[src/rtl/core_pipe_exec_mdu_iter.sv]
// Iterative RISC-V M-extension multiply/divide unit for the execute stage (XLEN 32/64, word ops on 64).
// Latency from accept: MUL W/MUL_UNROLL+1, DIV/REM W/DIV_UNROLL+2, divide-by-zero/overflow 1 edge.
// Backpressure: result held in DONE until rsp_ready; req_ready low whenever not IDLE or while flushing.
module core_pipe_exec_mdu_iter #(
   parameter int XLEN       = 64,
   parameter int MUL_UNROLL = 2,
   parameter int DIV_UNROLL = 1
) (
   input  logic            g_clk,
   input  logic            g_resetn,
   input  logic            flush,
   input  logic            req_valid,
   output logic            req_ready,
   input  logic            op_word,
   input  logic [2:0]      op_sel,
   input  logic [XLEN-1:0] rs1,
   input  logic [XLEN-1:0] rs2,
   output logic            rsp_valid,
   input  logic            rsp_ready,
   output logic [XLEN-1:0] rsp_rd,
   output logic            busy
);

   typedef enum logic [2:0] {S_IDLE, S_MUL, S_DIV, S_FIXUP, S_DONE} state_t;

   localparam int CNT_W = $clog2(XLEN) + 1;
   // Iteration counts are loaded as (cycles - 1) and the last cycle is the one where cnt == 0.
   localparam logic [CNT_W-1:0] MUL_CYC_X = CNT_W'(XLEN / MUL_UNROLL - 1);
   localparam logic [CNT_W-1:0] MUL_CYC_W = CNT_W'(32 / MUL_UNROLL - 1);
   localparam logic [CNT_W-1:0] DIV_CYC_X = CNT_W'(XLEN / DIV_UNROLL - 1);
   localparam logic [CNT_W-1:0] DIV_CYC_W = CNT_W'(32 / DIV_UNROLL - 1);

   // Replace bits above 31 with a sign or zero extension of bit 31 when operating on words.
   function automatic logic [XLEN-1:0] word_ext(input logic [XLEN-1:0] v,
                                                 input logic            word,
                                                 input logic            sgn);
      logic [XLEN-1:0] r;
      r = v;
      if (word) begin
         for (int i = 32; i < XLEN; i++) r[i] = sgn & v[31];
      end
      return r;
   endfunction

   state_t            state;
   logic [CNT_W-1:0]  cnt;

   // Captured operation attributes
   logic              word_q;
   logic              mul_lo_q;
   logic              mul_neg_q;
   logic              rem_q;
   logic              qneg_q;
   logic              rneg_q;

   // Multiplier datapath: product accumulator, left-shifting multiplicand, right-shifting multiplier
   logic [2*XLEN-1:0] acc;
   logic [2*XLEN-1:0] mcand;
   logic [XLEN-1:0]   mplier;

   // Divider datapath: dividend/quotient shift register, partial remainder, divisor magnitude
   logic [XLEN-1:0]   div_q;
   logic [XLEN-1:0]   div_r;
   logic [XLEN-1:0]   div_d;

   logic              accept;
   logic              req_div;
   logic              req_s1;
   logic              req_s2;
   logic              req_neg1;
   logic              req_neg2;
   logic              req_zero;
   logic              req_ovf;
   logic              req_special;
   logic [XLEN-1:0]   req_a;
   logic [XLEN-1:0]   req_b;
   logic [XLEN-1:0]   req_mag1;
   logic [XLEN-1:0]   req_mag2;
   logic [XLEN-1:0]   req_min;
   logic [XLEN-1:0]   req_spec_res;

   logic [2*XLEN-1:0] m_acc;
   logic [2*XLEN-1:0] m_cand;
   logic [XLEN-1:0]   m_plier;

   logic [XLEN-1:0]   d_q;
   logic [XLEN-1:0]   d_r;
   logic [XLEN:0]     d_t;

   logic [XLEN-1:0]   mul_res;
   logic [XLEN-1:0]   div_res;

   assign req_ready = (state == S_IDLE) && !flush;
   assign accept    = req_valid && req_ready;
   assign busy      = (state != S_IDLE);

   // Decode the incoming request: operand signedness, magnitudes and the divide fast-path cases.
   always_comb begin
      req_div  = op_sel[2];
      req_s1   = (op_sel == 3'd1) || (op_sel == 3'd2) || (op_sel == 3'd4) || (op_sel == 3'd6);
      req_s2   = (op_sel == 3'd1) || (op_sel == 3'd4) || (op_sel == 3'd6);
      req_a    = word_ext(rs1, op_word, req_s1);
      req_b    = word_ext(rs2, op_word, req_s2);
      req_neg1 = req_s1 & req_a[XLEN-1];
      req_neg2 = req_s2 & req_b[XLEN-1];
      req_mag1 = req_neg1 ? -req_a : req_a;
      req_mag2 = req_neg2 ? -req_b : req_b;
      // Most negative W-bit value, extended to XLEN the same way req_a is
      req_min  = '0;
      if (op_word) begin
         for (int i = 31; i < XLEN; i++) req_min[i] = 1'b1;
      end else begin
         req_min[XLEN-1] = 1'b1;
      end
      req_zero    = (req_b == '0);
      req_ovf     = req_div && req_s1 && (req_a == req_min) && (req_b == '1);
      req_special = req_div && (req_zero || req_ovf);
      if (req_zero) begin
         req_spec_res = op_sel[1] ? rs1 : '1;
      end else begin
         req_spec_res = op_sel[1] ? '0 : rs1;
      end
   end

   // One multiply iteration: add (or subtract for a signed multiplier MSB) per retired multiplier bit.
   always_comb begin
      m_acc   = acc;
      m_cand  = mcand;
      m_plier = mplier;
      for (int k = 0; k < MUL_UNROLL; k++) begin
         if (m_plier[0]) begin
            if (mul_neg_q && (cnt == '0) && (k == MUL_UNROLL - 1)) begin
               m_acc = m_acc - m_cand;
            end else begin
               m_acc = m_acc + m_cand;
            end
         end
         m_cand  = m_cand << 1;
         m_plier = m_plier >> 1;
      end
   end

   // One restoring-divide iteration: shift in the next dividend bit, subtract the divisor if it fits.
   always_comb begin
      d_q = div_q;
      d_r = div_r;
      d_t = '0;
      for (int k = 0; k < DIV_UNROLL; k++) begin
         d_t = {d_r, d_q[XLEN-1]};
         d_q = d_q << 1;
         if (d_t >= {1'b0, div_d}) begin
            d_t    = d_t - {1'b0, div_d};
            d_q[0] = 1'b1;
         end
         d_r = d_t[XLEN-1:0];
      end
   end

   // Result selection: product half for multiplies, sign-corrected quotient/remainder for divides.
   always_comb begin
      if (mul_lo_q) begin
         mul_res = m_acc[XLEN-1:0];
      end else if (word_q) begin
         mul_res = XLEN'(m_acc[63:32]);
      end else begin
         mul_res = m_acc[2*XLEN-1:XLEN];
      end
      if (rem_q) begin
         div_res = rneg_q ? -div_r : div_r;
      end else begin
         div_res = qneg_q ? -div_q : div_q;
      end
   end

   // Control FSM with registered response; flush aborts, reset also clears the result.
   always_ff @(posedge g_clk) begin
      if (!g_resetn) begin
         state     <= S_IDLE;
         cnt       <= '0;
         rsp_valid <= 1'b0;
         rsp_rd    <= '0;
      end else if (flush) begin
         state     <= S_IDLE;
         rsp_valid <= 1'b0;
      end else begin
         case (state)
            S_IDLE: begin
               if (req_valid) begin
                  if (req_special) begin
                     rsp_rd    <= word_ext(req_spec_res, op_word, 1'b1);
                     rsp_valid <= 1'b1;
                     state     <= S_DONE;
                  end else if (req_div) begin
                     cnt   <= op_word ? DIV_CYC_W : DIV_CYC_X;
                     state <= S_DIV;
                  end else begin
                     cnt   <= op_word ? MUL_CYC_W : MUL_CYC_X;
                     state <= S_MUL;
                  end
               end
            end
            S_MUL: begin
               cnt <= cnt - CNT_W'(1);
               if (cnt == '0) begin
                  rsp_rd    <= word_ext(mul_res, word_q, 1'b1);
                  rsp_valid <= 1'b1;
                  state     <= S_DONE;
               end
            end
            S_DIV: begin
               cnt <= cnt - CNT_W'(1);
               if (cnt == '0) state <= S_FIXUP;
            end
            S_FIXUP: begin
               rsp_rd    <= word_ext(div_res, word_q, 1'b1);
               rsp_valid <= 1'b1;
               state     <= S_DONE;
            end
            S_DONE: begin
               if (rsp_ready) begin
                  rsp_valid <= 1'b0;
                  state     <= S_IDLE;
               end
            end
            default: state <= S_IDLE;
         endcase
      end
   end

   // Datapath: load operands on accept, then iterate while in MUL or DIV; no reset needed.
   always_ff @(posedge g_clk) begin
      if (accept) begin
         word_q    <= op_word;
         mul_lo_q  <= (op_sel == 3'd0);
         mul_neg_q <= req_s2 && !req_div;
         rem_q     <= op_sel[1];
         qneg_q    <= req_neg1 ^ req_neg2;
         rneg_q    <= req_neg1;
         acc       <= '0;
         mcand     <= {{XLEN{req_neg1}}, req_a};
         mplier    <= req_b;
         // Word dividends are left-aligned so the first shifted-out bit is bit 31.
         div_q     <= op_word ? (req_mag1 << (XLEN - 32)) : req_mag1;
         div_r     <= '0;
         div_d     <= req_mag2;
      end else if (state == S_MUL) begin
         acc    <= m_acc;
         mcand  <= m_cand;
         mplier <= m_plier;
      end else if (state == S_DIV) begin
         div_q <= d_q;
         div_r <= d_r;
      end
   end

   // Word ops only exist on a 64-bit datapath.
   always_ff @(posedge g_clk) begin
      if (g_resetn && accept) begin
         assert (!(op_word && (XLEN == 32)));
      end
   end

endmodule

[config.mk]
export PLATFORM = sky130hd
export DESIGN_NAME = core_pipe_exec_mdu_iter
export DESIGN_NICKNAME = d
export VERILOG_FILES = /design/src/rtl/core_pipe_exec_mdu_iter.sv
export SDC_FILE = /design/constraint.sdc
export NUM_CORES = 2
export LEC_CHECK = 0
export BUFFER_PORTS_ARGS = -buffer_cell sky130_fd_sc_hd__buf_4
export CORE_MARGIN = 4
export CORE_UTILIZATION = 25
export CTS_CLUSTER_DIAMETER = 40
export CTS_CLUSTER_SIZE = 28
export DETAILED_ROUTE_END_ITERATION = 12
export SYNTH_ARGS = -nofsm -noshare
export SYNTH_HDL_FRONTEND = slang
export SYNTH_SLANG_ARGS = --single-unit
[constraint.sdc]
create_clock -name g_clk -period 11.2 [get_ports g_clk]
set_clock_uncertainty 0.2 [all_clocks]
set_input_delay 2.8 -clock g_clk [delete_from_list [all_inputs] [get_ports g_clk]]
set_output_delay 2.8 -clock g_clk [all_outputs]
set_load 0.02 [all_outputs]
==> flow_summary.json <==
{
  "critical-path-slowest-cell": "a2111oi_0",
  "port-buffer-count": 203,
  "max-vdd-ir-drop_mv": 0.1852,
  "grt_antenna_before_repair": 19,
  "dr.pass1.iters": 8,
  "pre_cts_slack_ns": 1.224,
  "cts_tree": "done",
  "grt_pass1_vias": 59000,
  "async_flop_share_pct": 0,
  "clock_tree.htree_level_count": 4,
  "critical_path_arrival_ns": 11.00,
  "chipHeight_um": 490.3,
  "synth_warnings": 0,
  "total_half_perimeter_wirelength_after_legalization_and_detailed_placement_um": 225300,
  "cts_hold_buffers": 0,
  "synthesis.area_per_instance_um2": 7.516,
  "std_cell_rows": 176,
  "synthesis.instances": 7737,
  "first_iter_violations": 7444,
  "setup_ws_ns": 0.7526,
  "endpoint_kind": "flip-flop",
  "finish.net_count": 8214,
  "area_growth_syn_to_layout_pct": 16.19,
  "boundaryPins": 204,
  "cts_root_buf": "clkbuf_16",
  "synth-edff-count": 326,
  "critical_path.max_stage_delay_ns": 1.08,
  "synth-seq-cells": 593,
  "min_period_ns": 10.45,
  "final_antenna_net_count": 0,
  "post-cts-setup-buffer-count": 0,
  "floorplan.core_area_um2": 230800,
  "finalWeightedCongestion": 1.026,
  "timing.hold.ws_ns": 0.2718,
  "insertion_delay_ns": 0.82,
  "cts_made_buffers": 138,
  "timing.fmax_mhz": 95.72,
  "final_cell_area_um2": 67560,
  "post_synth_instance_area_um2": 58150,
  "cts.path.max_buffers": 3,
  "fillerInstances": 24920,
  "wire_length_of_the_first_global_routing_pass_um": 406500,
  "postSynthNetCount": 8201,
  "dieArea_um2": 240400,
  "clock_pin_slew_worst_setup_and_hold_paths_ns": 0.06,
  "final.period_utilization_pct": 93.28,
  "critPathKind": "reg2reg",
  "required_ns": 11.75,
  "final-hold-violation-count": 0,
  "avgRoutedWirePerCell_um": 26.18,
  "yosys.cell_types.count": 104,
  "power.leakage_nw": 26.94,
  "cts_resized": 0,
  "critPathLaunchType": "flip-flop",
  "timing.slew.headroom_pct": 8.494,
  "start_util_pct": 25.20,
  "postSynth.topFlopCell": "edfxtp_1",
  "maxCapViolations": 0,
  "timing_worst_slew_pin_value_ns": 1.360,
  "final_max_slew_viol_count": 0,
  "holdCritPathClass": "reg2reg",
  "maximum_fanout_count_along_the_critical_path": 9,
  "dr_total_vias": 62820,
  "finalPower_mw": 15.54,
  "run_status": "complete, no violations",
  "grt.overflow.total": 0,
  "rsz0062_at_grt": "no",
  "postRouteWirelength_um": 285400,
  "timing.setup.tns_ns": 0,
  "drcViolationCount": 0,
  "yosysSeqAreaShare_pct": 26.03,
  "clock_sinks": 593,
  "p_per_area_nw_per_um2": 229.9,
  "grt_max_degree": 104,
  "dpl-instance-area_um2": 62720,
  "grtUsageTotal_pct": 22.44,
  "most_common_cell_after_layout_fill_and_taps_aside": "nand2_1",
  "post_route_cells_drive_above_1_share_pct": 9.483,
  "die_w_um": 490.3,
  "crit_top_cell": "a21oi_1",
  "setup-violations-final": 0,
  "viasPerCell": 5.760,
  "highest_count_cells_in_the_layout_ignoring_fill_and_taps": "nand2_1 (1014), o21ai_0 (777), a21oi_1 (743), nor2_1 (683), xnor2_1 (363)"
}
==> critical path: cells and delay by family (launching register included) <==
kind                       cells  cell delay, ns
xor gates and xnor gates       2            0.35
and+or+nand+nor                5            0.94
adders and majority gates      3            1.14
buffers and inverters          1            0.07
muxes                          1            0.31
DFF                            1            0.42
AOI/OAI and AO/OA             20            6.97
==> stage by stage <==
stage | util [%] | std cells
6_report | 29.28 | 10910
3_5_place_dp | 27.18 | 10640
5_1_grt | 29.27 | 10900
4_1_cts | 29.26 | 10890
3_3_place_gp | 27.17 | 10640
2_1_floorplan | - | 7737
==> synthesized netlist by cell type (88+ instances only) <==
cell      instances  area, um^2
xor2_1          289        2531
nand2_1        1016        3814
edfxtp_1        326        9789
nor3_1          161       805.8
dfxtp_1         267        5345
ha_1            324        4054
a21o_1          244        1832
mux2_2           88       991.0
o31ai_1         123       923.4
a21oi_1         744        3724
nand4_1         127       794.5
nor2_1          689        2586
o21ai_0         779        3899
nor4_1           96       600.6
nand3_1         148       740.7
clkbuf_1        382        1434
xnor2_1         363        3179
inv_1           232       870.8
a31oi_1         113       706.9
==> layer usage <==
layer / track usage (%) / part of all wire (%) / vias to the layer above
met5: 0 / 0.0081 / -
met4: 18.64 / 9.9 / 4
met3: 4.265 / 8.8 / 808
met2: 34.20 / 43 / 3476
met1: 27.38 / 39 / 30040
li1: - / - / 28490
==> flip-flops by register name (all words and copies together) (netlist names), 3 cells and up <==
signal and cells:
acc 128, cnt 7, div_d 64, div_q 64, div_r 64, mcand 128
mplier 64, rsp_rd 64, state 3
==> power breakdown <==
part | internal [mW] | total, mW | switching, mW
logic | 2.83 | 8.36 | 5.54
clock network | 2.61 | 4.21 | 1.60
registers | 2.62 | 2.96 | 0.335
==> final timing paths <==
| kind | start | to | slack, ns | depth (start not counted) |
|---|---|---|---|---|
| worst max-delay path | mcand[0] | rsp_rd[61] | 0.75 | 32 |
| worst min-delay path | acc[0] | acc[0] | 0.27 | 2 |
| worst max register to register | mcand[0] | rsp_rd[61] | 0.75 | 32 |
| worst min register to register | acc[0] | acc[0] | 0.27 | 2 |
==> cell type report <==
class	instances	area, um^2	area share [%]
Clock inverter	101	1119	1.656
Timing Repair Buffer	304	2310	3.419
Antenna cell	12	30.03	0.04444
Multi-Input combinational cell	6480	40590	60.08
Clock buffer	156	3701	5.478
Sequential cell	593	15130	22.40
Inverter	233	890.9	1.319
Tap cell	3026	3786	5.604
==> cells by family (layout without fill, tap and decap cells) <==
group	count (synthesis)	after routing	synth area share [%]
and+or+nand+nor	2696	2696	21.55
AOI/OAI and AO/OA	2632	2632	27.97
buffers and inverters	664	794	4.340
xor gates and xnor gates	655	655	9.917
DFF	593	593	26.03
adders and majority gates	333	333	7.178
muxes	164	164	3.012
other	0	12	0
Power figures use the tool's default switching activity.
